**src/rtl/sram_frame_pkg.sv**
```systemverilog
// Purpose : shared constants and FSM encoding for the SRAM frame read path.
// Latency : n/a (package only).
// Backpr. : n/a (package only).
// Contents: SRAM bus widths shared with the controller and display stage,
//           default frame geometry and read latency, fetch FSM state type.
package sram_frame_pkg;

  // Bus widths shared with the SRAM controller and the display stage.
  localparam int SRAM_ADDR_W = 19;
  localparam int SRAM_DATA_W = 16;

  // Default frame geometry: 320x240 at 1bpp packed into 16-bit words.
  localparam int DEF_FRAME_WORDS = 4800;
  localparam int DEF_MAX_FRAMES  = 109;
  localparam int DEF_IDX_W       = 10;

  // Output buffering and controller read latency.
  localparam int DEF_FIFO_DEPTH  = 8;
  localparam int DEF_RD_LAT      = 2;

  typedef enum logic [1:0] {
    IDLE  = 2'd0,
    FETCH = 2'd1,
    DRAIN = 2'd2
  } fetch_state_t;

endpackage

```
**src/rtl/frame_fifo.sv**
```systemverilog
// Purpose : synchronous FIFO with first-word fall-through on rdata.
// Latency : a pushed word is visible on rdata the cycle after the push.
// Backpr. : push while full is dropped unless a pop happens the same cycle;
//           pop while empty is ignored.
// Ports   : clk, rst (sync, active-high), push/wdata, pop/rdata,
//           count (occupancy), empty, full.
module frame_fifo #(
  parameter int DEPTH = 8,
  parameter int WIDTH = 16
) (
  input  logic                     clk,
  input  logic                     rst,
  input  logic                     push,
  input  logic                     pop,
  input  logic [WIDTH-1:0]         wdata,
  output logic [WIDTH-1:0]         rdata,
  output logic [$clog2(DEPTH):0]   count,
  output logic                     empty,
  output logic                     full
);

  localparam int AW    = $clog2(DEPTH);
  localparam int CNT_W = AW + 1;

  logic [WIDTH-1:0] mem [DEPTH];
  logic [AW-1:0]    wr_ptr;
  logic [AW-1:0]    rd_ptr;
  logic             do_push;
  logic             do_pop;

  assign empty   = (count == '0);
  assign full    = (count == CNT_W'(DEPTH));
  assign do_pop  = pop && !empty;
  // A pop frees the head slot in the same cycle, so push-at-full is fine then.
  assign do_push = push && (!full || do_pop);
  assign rdata   = mem[rd_ptr];

  always_ff @(posedge clk) begin
    if (rst) begin
      wr_ptr <= '0;
      rd_ptr <= '0;
      count  <= '0;
    end else begin
      if (do_push) wr_ptr <= wr_ptr + 1'b1;
      if (do_pop)  rd_ptr <= rd_ptr + 1'b1;
      case ({do_push, do_pop})
        2'b10:   count <= count + 1'b1;
        2'b01:   count <= count - 1'b1;
        default: count <= count;
      endcase
    end
  end

  always_ff @(posedge clk) begin
    if (do_push) mem[wr_ptr] <= wdata;
  end

endmodule

```
**src/rtl/sram_frame_fetch.sv**
```systemverilog
// Purpose : on start, stream one stored frame out of SRAM in address order
//           into a small FIFO that feeds the display line logic.
// Latency : first pix_valid RD_LAT+1 cycles after the edge that takes start;
//           one word per cycle after that while pix_ready is high.
// Backpr. : reads are only issued against free FIFO slots (credit), so a
//           stalled consumer stops SRAM reads without losing words.
// Ports   : clk, rst (sync, active-high); start/frame_idx request;
//           busy/done/err status; sram_selec/read/write/addr/rdata to the
//           SRAM controller; pix_data/pix_valid/pix_ready to the consumer.
module sram_frame_fetch
  import sram_frame_pkg::*;
#(
  parameter int ADDR_W      = SRAM_ADDR_W,
  parameter int DATA_W      = SRAM_DATA_W,
  parameter int FRAME_WORDS = DEF_FRAME_WORDS,
  parameter int MAX_FRAMES  = DEF_MAX_FRAMES,
  parameter int IDX_W       = DEF_IDX_W,
  parameter int FIFO_DEPTH  = DEF_FIFO_DEPTH,
  parameter int RD_LAT      = DEF_RD_LAT
) (
  input  logic              clk,
  input  logic              rst,
  input  logic              start,
  input  logic [IDX_W-1:0]  frame_idx,
  output logic              busy,
  output logic              done,
  output logic              err,
  output logic              sram_selec,
  output logic              sram_read,
  output logic              sram_write,
  output logic [ADDR_W-1:0] sram_addr,
  input  logic [DATA_W-1:0] sram_rdata,
  output logic [DATA_W-1:0] pix_data,
  output logic              pix_valid,
  input  logic              pix_ready
);

  localparam int CNT_W = $clog2(FIFO_DEPTH) + 1;
  localparam int INF_W = $clog2(RD_LAT + 1);
  localparam int OCC_W = CNT_W + INF_W;
  localparam int WC_W  = $clog2(FRAME_WORDS + 1);

  fetch_state_t      state;
  fetch_state_t      state_nxt;

  logic [ADDR_W-1:0] base;
  logic [WC_W-1:0]   word_cnt;
  logic [RD_LAT-1:0] issued_sr;
  logic [INF_W-1:0]  inflight;
  logic [CNT_W-1:0]  fifo_count;
  logic              fifo_empty;
  logic              fifo_full;
  logic              push_c;
  logic [OCC_W-1:0]  occupied;
  logic              has_credit;
  logic              idx_ok;

  logic              accept_c;
  logic              reject_c;
  logic              issue_c;
  logic              last_issue_c;
  logic              drain_done_c;

  assign idx_ok     = (frame_idx < IDX_W'(MAX_FRAMES));
  // A flag leaving the top of the shift register marks the cycle the
  // controller's read data for that issue is valid.
  assign push_c     = issued_sr[RD_LAT-1];
  assign sram_selec = busy;
  assign sram_write = 1'b0;
  assign pix_valid  = !fifo_empty;

  always_comb begin
    inflight = '0;
    for (int i = 0; i < RD_LAT; i++) begin
      inflight = inflight + INF_W'(issued_sr[i]);
    end
  end

  // Every issued read owns a FIFO slot until popped: either still in flight
  // or already stored. Credit exists while that total is below the depth.
  assign occupied   = OCC_W'(fifo_count) + OCC_W'(inflight);
  assign has_credit = (occupied < OCC_W'(FIFO_DEPTH));

  // State register.
  always_ff @(posedge clk) begin
    if (rst) state <= IDLE;
    else     state <= state_nxt;
  end

  // Next-state logic.
  always_comb begin
    state_nxt = state;
    case (state)
      IDLE:    if (accept_c)     state_nxt = FETCH;
      FETCH:   if (last_issue_c) state_nxt = DRAIN;
      DRAIN:   if (drain_done_c) state_nxt = IDLE;
      default:                   state_nxt = IDLE;
    endcase
  end

  // Per-state control decisions.
  always_comb begin
    accept_c     = 1'b0;
    reject_c     = 1'b0;
    issue_c      = 1'b0;
    last_issue_c = 1'b0;
    drain_done_c = 1'b0;
    case (state)
      IDLE: begin
        accept_c = start && idx_ok;
        reject_c = start && !idx_ok;
      end
      FETCH: begin
        issue_c      = has_credit;
        last_issue_c = has_credit && (word_cnt == WC_W'(FRAME_WORDS - 1));
      end
      DRAIN: begin
        // No read in flight means no push can land this cycle either.
        drain_done_c = (inflight == '0) && fifo_empty;
      end
      default: ;
    endcase
  end

  // Registered outputs and datapath.
  always_ff @(posedge clk) begin
    if (rst) begin
      busy      <= 1'b0;
      done      <= 1'b0;
      err       <= 1'b0;
      sram_read <= 1'b0;
      sram_addr <= '0;
      base      <= '0;
      word_cnt  <= '0;
      issued_sr <= '0;
    end else begin
      done      <= reject_c || drain_done_c;
      sram_read <= issue_c;
      issued_sr <= (issued_sr << 1) | RD_LAT'(issue_c);
      if (accept_c) begin
        base     <= ADDR_W'(frame_idx) * ADDR_W'(FRAME_WORDS);
        word_cnt <= '0;
        err      <= 1'b0;
        busy     <= 1'b1;
      end
      if (reject_c) err <= 1'b1;
      if (issue_c) begin
        sram_addr <= base + ADDR_W'(word_cnt);
        word_cnt  <= word_cnt + 1'b1;
      end
      if (drain_done_c) busy <= 1'b0;
    end
  end

  frame_fifo #(
    .DEPTH (FIFO_DEPTH),
    .WIDTH (DATA_W)
  ) u_fifo (
    .clk   (clk),
    .rst   (rst),
    .push  (push_c),
    .pop   (pix_ready),
    .wdata (sram_rdata),
    .rdata (pix_data),
    .count (fifo_count),
    .empty (fifo_empty),
    .full  (fifo_full)
  );

  // The credit scheme must never let a word arrive at a full FIFO unpopped.
  a_no_overflow: assert property (@(posedge clk) disable iff (rst)
    !(push_c && fifo_full && !pix_ready));

endmodule

```
**config.mk**
```make
export PLATFORM = sky130hd
export DESIGN_NAME = sram_frame_fetch
export DESIGN_NICKNAME = d
export VERILOG_FILES = /design/src/rtl/sram_frame_pkg.sv /design/src/rtl/frame_fifo.sv /design/src/rtl/sram_frame_fetch.sv
export SDC_FILE = /design/constraint.sdc
export NUM_CORES = 1
export LEC_CHECK = 0
export BUFFER_PORTS_ARGS = -buffer_cell sky130_fd_sc_hd__buf_2
export CAP_MARGIN = 40
export CORE_ASPECT_RATIO = 0.9
export CORE_UTILIZATION = 49
export CTS_CLUSTER_SIZE = 16
export DETAILED_ROUTE_END_ITERATION = 8
export HOLD_SLACK_MARGIN = 0.1
export PLACE_DENSITY = 0.73
export SLEW_MARGIN = 25
export SYNTH_ARGS = -nofsm -noshare
export SYNTH_HDL_FRONTEND = slang
export SYNTH_SLANG_ARGS = --single-unit
```
**constraint.sdc**
```tcl
create_clock -name clk -period 5.6 [get_ports clk]
set_input_delay 1.4 -clock clk [delete_from_list [all_inputs] [get_ports clk]]
set_output_delay 1.4 -clock clk [all_outputs]
set_load 0.02 [all_outputs]
```
; Word level (Yosys, flattened, before mapping)
; Memories as Yosys holds them, arrays and structs flattened. A register that Yosys moved wholly into a read port is not among the register bits.
; Cells that the tools add are included.
[totals]
regBits = 63
mem_bits_rw = 128
input_bits = 30
output_inout_bits = 42
wordCells = 71
mem_count = 1
[memory_table]
columns = name, depth, word_bits, rd, rd_ports_with_merged_regs, wr, line_no
row1 = u_fifo.mem, 8, 16, 1, 1, 1, frame_fifo.sv:25  ; logic [WIDTH-1:0] mem [DEPTH];
[classes]
addsub = 8
mul = 1
order_cmp = 2
eq_ne = 9
muxes = 18
bitwise = 1
reduce_logical = 19
[ops]
columns = operator, count
row1 = $mux 13, 2
row2 = $add 19x13->19, 1
row3 = $add 13x1->13 const B, 1
row4 = $eq 13x13->1 const B, 1
row5 = $mul 10x7->13 const B, 1
row6 = $lt 10x7->1 const B, 1
row7 = $mux 1, 9
row8 = $pmux 4 s2, 1
row9 = $add 3x1->3 const B, 2
row10 = $logic_and 1x1->1, 6
row11 = $mux 2, 3
row12 = $mux 3, 2
row13 = $ne 2x2->1 const B, 3
row14 = $pmux 2 s3, 1
row15 = $reduce_bool 2->1, 3
row16 = $add 4x2->5, 1
row17 = $lt 5x4->1 const B, 1
row18 = $add 4x1->4 const B, 1
row19 = $eq 2x1->1 const B, 2
row20 = $eq 2x2->1 const B, 2
row21 = $eq 4x4->1 const B, 1
row22 = $logic_not 2->1, 2
row23 = $logic_not 4->1, 1
row24 = $sub 4x1->4 const B, 1
row25 = other kinds (6), 9

; Depth between registers and ports, before layout
; Gate-level depths: netlist (run 1).
[depth]
word_depth = 7
ltp_mapped = 13
ltp_nobuf = 13

; Hierarchy
; A second synthesis (run 1) with hierarchy kept.
[hier_totals]
cells_unflattened = 697
hier_area_um2 = 9245.1
[modules_own_cells]
columns = module, n_inst, cells_per_inst, area_each_um2, seq_area_each_um2
row1 = frame_fifo, 1, 271, 5662.9, 4103.9
row2 = sram_frame_fetch, 1, 426, 3582.2, 1041.0

; Worst setup path before layout (run 1)
; OpenSTA, ideal clock, no wires.
[synth_path]
path_kind = input -> register
from = input frame_idx[5]
to = register base[17]
setup_ps = 106
arrival_time_ps = 4318
path_slack_ps = 1176
stages = 11
path_cell_list = ha_1 ha_1 inv_1 fa_1 inv_1 fa_1 ha_1 a21o_1 a21o_1 a221o_1 o311ai_0
[synth_between]
elab_chain_cells = 3
elab_cells_between_ends = 4
cone_classes = 1 x mul / 1 x order compare / 1 x mux / 1 x reduce/logical
[synth_lines]
columns = element, line_no
row1 = "start, declared", sram_frame_fetch.sv:24  ; input logic [IDX_W-1:0] frame_idx,
row2 = branches (longest 3 deep; another with $mul 10x7->13), --
row3 = "end signal, assigned", sram_frame_fetch.sv:141  ; base <= ADDR_W'(frame_idx) * ADDR_W'(FRAME_WORDS);
row4 = "end, declared", sram_frame_fetch.sv:46  ; logic [ADDR_W-1:0] base;
; Parallel ways; which one is timed is not known.
; A chain may end at the register's enable or synchronous reset.

; Worst setup path in the final report (run 1)
; Same ends and word-level chain as after synthesis.

==> results of run 1 <==
final cells by class:
cell class                 instances  share of cell area [%]
antenna                            1                  0.0243
tap                              240                    2.92
clock buffer                      17                    4.13
inverter                          38                    1.39
multi-input combinational        414                    34.3
sequential                       193                    50.0
clock inverter                    15                    2.18
timing repair buffer              85                    5.06
worst register-to-register path, cell delays in order (launching register included):
cell     delay [ns]
dfxtp_1        0.38
nor4_1         0.59
inv_1          0.11
and2_1         0.25
ha_1           0.26
ha_1           0.28
a21o_1         0.18
a21oi_1        0.18
xnor2_1        0.10
or3_1          0.31
a21oi_1        0.14
power by group through the flow:
stage                     Combinational (mW)  Sequential, mW  Clock [mW]
after floorplan                        0.235            1.57           0
after global placement                 0.308            1.57           0
after detailed placement               0.320            1.57           0
after CTS                              0.322            1.53        1.31
after global routing                   0.364            1.54        1.36
final                                  0.321            1.53        1.28
worst min path at each step:
stage                        end  slack (ns)          from  cells past startpoint
floorplan                base[6]        0.44       base[6]                      2
global placement    sram_addr[1]        0.45  sram_addr[1]                      2
detailed placement  sram_addr[9]        0.44  sram_addr[9]                      2
CTS                 sram_addr[9]        0.46  sram_addr[9]                      2
global route        sram_addr[1]        0.49  sram_addr[1]                      2
finish              sram_addr[9]        0.45  sram_addr[9]                      2
kinds of logic (layout without fill, tap and decap cells):
logic type | count (synthesis) | after routing | share of synthesized area [%]
flip-flops | 193 | 193 | 57.8
AND/OR/NAND/NOR | 172 | 172 | 8.96
AO/OA/AOI/OAI | 103 | 103 | 7.46
buffers and inverters | 67 | 155 | 2.96
adder cells (fa/ha/maj) | 63 | 63 | 9.95
multiplexers | 53 | 53 | 10.7
XOR/XNOR | 22 | 22 | 2.16
other | 1 | 2 | 0.0421
state kept, by name, indices dropped and copies added (netlist names), named ones only:
name,flops
issued_sr,2
state,2
word_cnt,13
u_fifo.wr_ptr,3
u_fifo.mem,128
base,13
busy,1
u_fifo.count,4
sram_addr,19
u_fifo.rd_ptr,3
err,1
done,1
metal layers:
metal  vias up  GRT usage [%]  wire length, um
met3        30           4.66              626
met4         0           7.32              308
met5         -              0                0
met2       101           35.6             9050
li1       2660              -                -
met1      2775           23.7             7550
through the flow:
stage	instances	instance area, um2	util, %	hold WS (ns)	power, mW
after detailed placement	968	9620	54.3	0.445	1.89
after global routing	1003	10300	58.1	0.486	3.26
after CTS	1000	10300	58.0	0.456	3.17
final	1003	10300	58.1	0.453	3.14
after global placement	959	9500	53.6	0.447	1.88
after floorplan	674	8900	-	0.441	1.80
cell usage in the layout (no fill, tap or decap), types with 10 or more instances in the layout:
cell and instances:
inv_1 38, buf_2 70, mux2_2 16, mux4_2 32
nand3_1 16, a211oi_1 13, edfxtp_1 128, fa_1 13
nor2_1 42, xnor2_1 14, nor3_1 10, clkbuf_16 17
ha_1 50, nand2_1 57, a21oi_1 48, dfxtp_1 63
==> out/metrics.cfg, run 1 <==
[outcome]
status = complete, no violations

[synth]
ys.flop_type = edfxtp_1
synth-edff-count = 128
netlist_top_cells_area = edfxtp_1 43%, dfxtp_1 15%, mux4_2 8.1%, ha_1 7.0%, fa_1 2.9%
yosys.area.top_type = edfxtp_1
synth.top_cells.by_count = 128 x edfxtp_1, 65 x dfxtp_1, 57 x nand2_1, 50 x ha_1
synth_top_area_share_pct = 43.2
yosysMostFrequentCell = edfxtp_1
yosysSeqAreaShare_pct = 57.8
ys_types = 56
synthArstFlopShare_pct = 0
synth_seq_cells = 193
synth_area_mm2 = 0.00890
synth_nets = 767
yosysWarnings = 0
syn_area_per_cell_um2 = 13.2
synth_cells = 674

[worst_setup_path]
crit_required_ns = 5.92
crit_family = adder cells
cp_num_buf_inv = 3
ff2ff_setup_slack_ns = 2.76
crit_fanout = 5
path_cells = buf_2, ha_1, ha_1, inv_1, fa_1, inv_1, fa_1, ha_1, a21o_1, a21o_1, a221o_1, o311ai_0
startpoint_type = primary input
crit_path_top_delay_cell = fa_1
path_common_cell = ha_1
endpoint_kind = register
cpPeakStageDelay_ns = 0.53
crit_type = primary input to register
r2r_cells = 10
r2r-start = u_fifo.count[3]
crit_arrival_ns = 4.62
critPathLaunch = frame_idx[5]
endpoint = base[17]
r2r-end = u_fifo.count[3]
path_depth = 12

[sta]
timing.final.ws_setup_ns = 1.31
setup_tns_ns = 0
timing.final.crit_period_ns = 4.29
worst_pin_slew_ns = 0.831
skew_ns = 0.0125
period_share_pct = 76.7
setup_violations = 0
rsz0062_at_grt = false
fmax_mhz = 233
hold_viol_final = 0
slew_violations = 0
max_slew_margin_pct = 44.6

[grt]
groute.usage.overall_pct = 20.0
grt-ovfl-total = 0
antenna_found_initial = 1
grt_pass1_vias = 5597
grt_pass1_wl_um = 28200
grt_max_degree = 64

[cells_and_area]
fin_nets = 842
syn_to_final_growth_pct = 15.6
final_layout_size_suffix_gt1_share_pct = 23.5
seqCellArea_mm2 = 0.00515
multi_input_area_mm2 = 0.00353
nFillCells = 1421

[clocking]
clock_latency_ns = 0.43
clkTransAtPathRegs_ns = 0.07
clockBufferDepth = 2
numCtsBuffers = 17
post_cts_buffers = 0
cts.hold.buffers_added = 0
cts_tree = done
cts.sinks = 193
cts-root-buf = clkbuf_16
htree_levels = 4
cts_resized = 0

[floorplanning]
die_w_um = 144
core_area_mm2 = 0.0177
floorplan.initialDensity_pct = 50.2
dieArea_mm2 = 0.0187
die_height_um = 130
ios = 72
rows = 46

[place]
dp_hpwl_um = 12300
pre_cts_slack_ns = 0.823
gp_congestion = 0.845
portBuffers = 70

[routing]
drtAntennaViolNets = 0
via_per_inst = 5.55
drc = 0
avgRoutedWirePerCell_um = 17.5
drtIter0Drc = 370
wirelength_um = 17500
vias = 5566
dr.pass1.iters = 5

[power_and_ir_drop]
switching_share_pct = 24.9
intPower_mw = 2.36
pwr-share-comb_pct = 10.2
pwr-share-clk_pct = 40.9
pwr-share-seq_pct = 48.9
power_leakage_nw = 3.83
netSwitchingPower_mw = 0.780
power_density_mw_per_mm2 = 305
vdd_ir_drop_max_v = 0.000224

[worst_hold_path]
hp-class = register to register

[run]
cap_violations = 0

(Power assumes the default switching activity.)
==> run 2: changes to the inputs <==
--- a/config.mk
+++ b/config.mk
@@ -12,7 +12,7 @@
 export CTS_CLUSTER_SIZE = 16
 export DETAILED_ROUTE_END_ITERATION = 8
 export HOLD_SLACK_MARGIN = 0.1
-export PLACE_DENSITY = 0.73
+export PLACE_DENSITY = 0.76
 export SLEW_MARGIN = 25
 export SYNTH_ARGS = -nofsm -noshare
 export SYNTH_HDL_FRONTEND = slang
==> constraint.sdc (replaced) <==
create_clock -name clk -period 3.5 [get_ports clk]
set_input_delay 0.875 -clock clk [delete_from_list [all_inputs] [get_ports clk]]
set_output_delay 0.875 -clock clk [all_outputs]
set_load 0.02 [all_outputs]
==> run 2 against run 1 <==
Non-clock buffer count rose by 31. Global-route usage grew 1.7 points. Critical path type unchanged. Highest routed layer unchanged. Setup slack got worse by 1.3 ns. Sequential power grew 60%.
==> out/metrics.cfg, run 2 (synthesis gave the netlist of run 1 again) <==
[cells_and_area]
nFillCells = 1379
multi_input_area_mm2 = 0.00368
layout_commonest_cell = edfxtp_1
top_regs = u_fifo.mem (128), sram_addr (19)
seqCellArea_mm2 = 0.00515
finalInstanceArea_mm2 = 0.0106
top_register = u_fifo.mem
fin_nets = 873
layout_common_cells = 128 x edfxtp_1, 66 x buf_2, 64 x dfxtp_1
final_layout_size_suffix_gt1_share_pct = 28.0
syn_to_final_growth_pct = 19.4
largest_reg_flops = 128

[sta]
whs_ns = 0.452
slew_violations = 0
period_share_pct = 99.7
worst_pin_slew_ns = 0.791
max_slew_margin_pct = 47.3
hold_viol_final = 0
rsz0062_at_grt = true
fmax_mhz = 287
skew_ns = 0.0105
setup_violations = 0
timing.final.crit_period_ns = 3.49

[floorplanning]
core_area_mm2 = 0.0177
floorplan.initialDensity_pct = 50.2
die_w_um = 144
rows = 46
die_height_um = 130
dieArea_mm2 = 0.0187
ios = 72

[worst_setup_path]
crit_arrival_ns = 3.84
crit_type = primary input to register
crit_fanout = 2
endpoint_kind = register
crit_required_ns = 3.85
startpoint_type = primary input

[routing]
drc = 0
via_per_inst = 5.64
drtIter0Drc = 281
wirelength_um = 19100
drtAntennaViolNets = 0
dr.pass1.iters = 5
vias = 5831
avgRoutedWirePerCell_um = 18.5

[power_and_ir_drop]
power_leakage_nw = 3.97
finalPower_mw = 5.19
vdd_ir_drop_max_v = 0.000294
power_density_mw_per_mm2 = 488

[clocking]
clockBufferDepth = 2
clock_latency_ns = 0.43
htree_levels = 4
cts_tree = done
cts.hold.buffers_added = 0
numCtsBuffers = 17
cts-root-buf = clkbuf_16
cts.sinks = 193
clkTransAtPathRegs_ns = 0.07

[outcome]
status = complete, no violations

[place]
gp_congestion = 0.878
dp_hpwl_um = 12600
placedInstanceArea_mm2 = 0.00986
portBuffers = 70

[worst_hold_path]
hp-class = register to register

[run]
cap_violations = 0

[grt]
grt_pass1_wl_um = 30500
groute.usage.overall_pct = 21.7
grt-ovfl-total = 0
antenna_found_initial = 1
grt_pass1_vias = 6023
grt_max_degree = 40

run 2: cell types whose count changed in the layout (fill, tap and decap cells not counted), sizes merged:
cell,before,now
buf,84,116
clkinv,6,3
inv,45,47
clkbuf,18,17
clkinvlp,0,1
run 2: final cells by class:
cell class | instances | area share (%)
clock inverters | 15 | 1.76
repair buffers | 116 | 7.07
multi-input cells | 414 | 34.6
well taps | 240 | 2.82
flip-flops and latches | 193 | 48.4
inverters | 38 | 1.34
clock buffers | 17 | 4.00
diodes | 1 | 0.0235
run 2: path summary, 6_finish.rpt:
check,startpoint,end,slack (ns),cells past startpoint
hold reg to reg,sram_addr[3],sram_addr[3],0.45,2
hold / removal,sram_addr[3],sram_addr[3],0.45,2
setup reg to reg,u_fifo.count[3],u_fifo.count[3],0.58,10
setup / recovery,frame_idx[7],base[16],0.01,15
run 2: metal layers:
| metal | vias to the layer above | GRT usage, % | part of all wire (%) |
|---|---|---|---|
| met3 | 31 | 5.58 | 4.9 |
| li1 | 2703 | - | - |
| met1 | 2945 | 25.6 | 42 |
| met4 | 0 | 7.63 | 1.6 |
| met5 | - | 0 | 0 |
| met2 | 152 | 38.4 | 51 |
run 2: what timing repair did:
action                                  CTS  global route
buffers inserted                          2             1
gates resized for setup                  15             4
endpoints found under the setup margin    1             2
pin swaps                                15             4
run 2: where the power goes:
group	switching, mW	internal [mW]
logic	0.365	0.375
clock network	0.908	1.09
registers	0.0136	2.44
total	1.29	3.91
run 2: per-stage QoR:
| stage | utilization [%] | setup slack (ns) | TNS (ns) | instances |
|---|---|---|---|---|
| 2_1_floorplan | - | -0.168 | -0.516 | 674 |
| 3_3_place_gp | 55.3 | -0.404 | -1.83 | 994 |
| 3_5_place_dp | 55.6 | -0.498 | -2.26 | 998 |
| 4_1_cts | 59.8 | -0.00858 | -0.00858 | 1032 |
| 5_1_grt | 60.0 | -0.0725 | -0.117 | 1033 |
| 6_report | 60.0 | 0.0102 | 0 | 1034 |
run 2: critical path, cell delays in order:
cell	delay [ns]
buf_8	0.10
ha_4	0.23
ha_4	0.26
inv_2	0.03
fa_1	0.47
inv_1	0.05
fa_1	0.53
ha_4	0.22
a21o_1	0.16
a21o_1	0.18
a41o_1	0.26
buf_4	0.15
xor2_1	0.13
nand2_1	0.06
a21oi_1	0.13
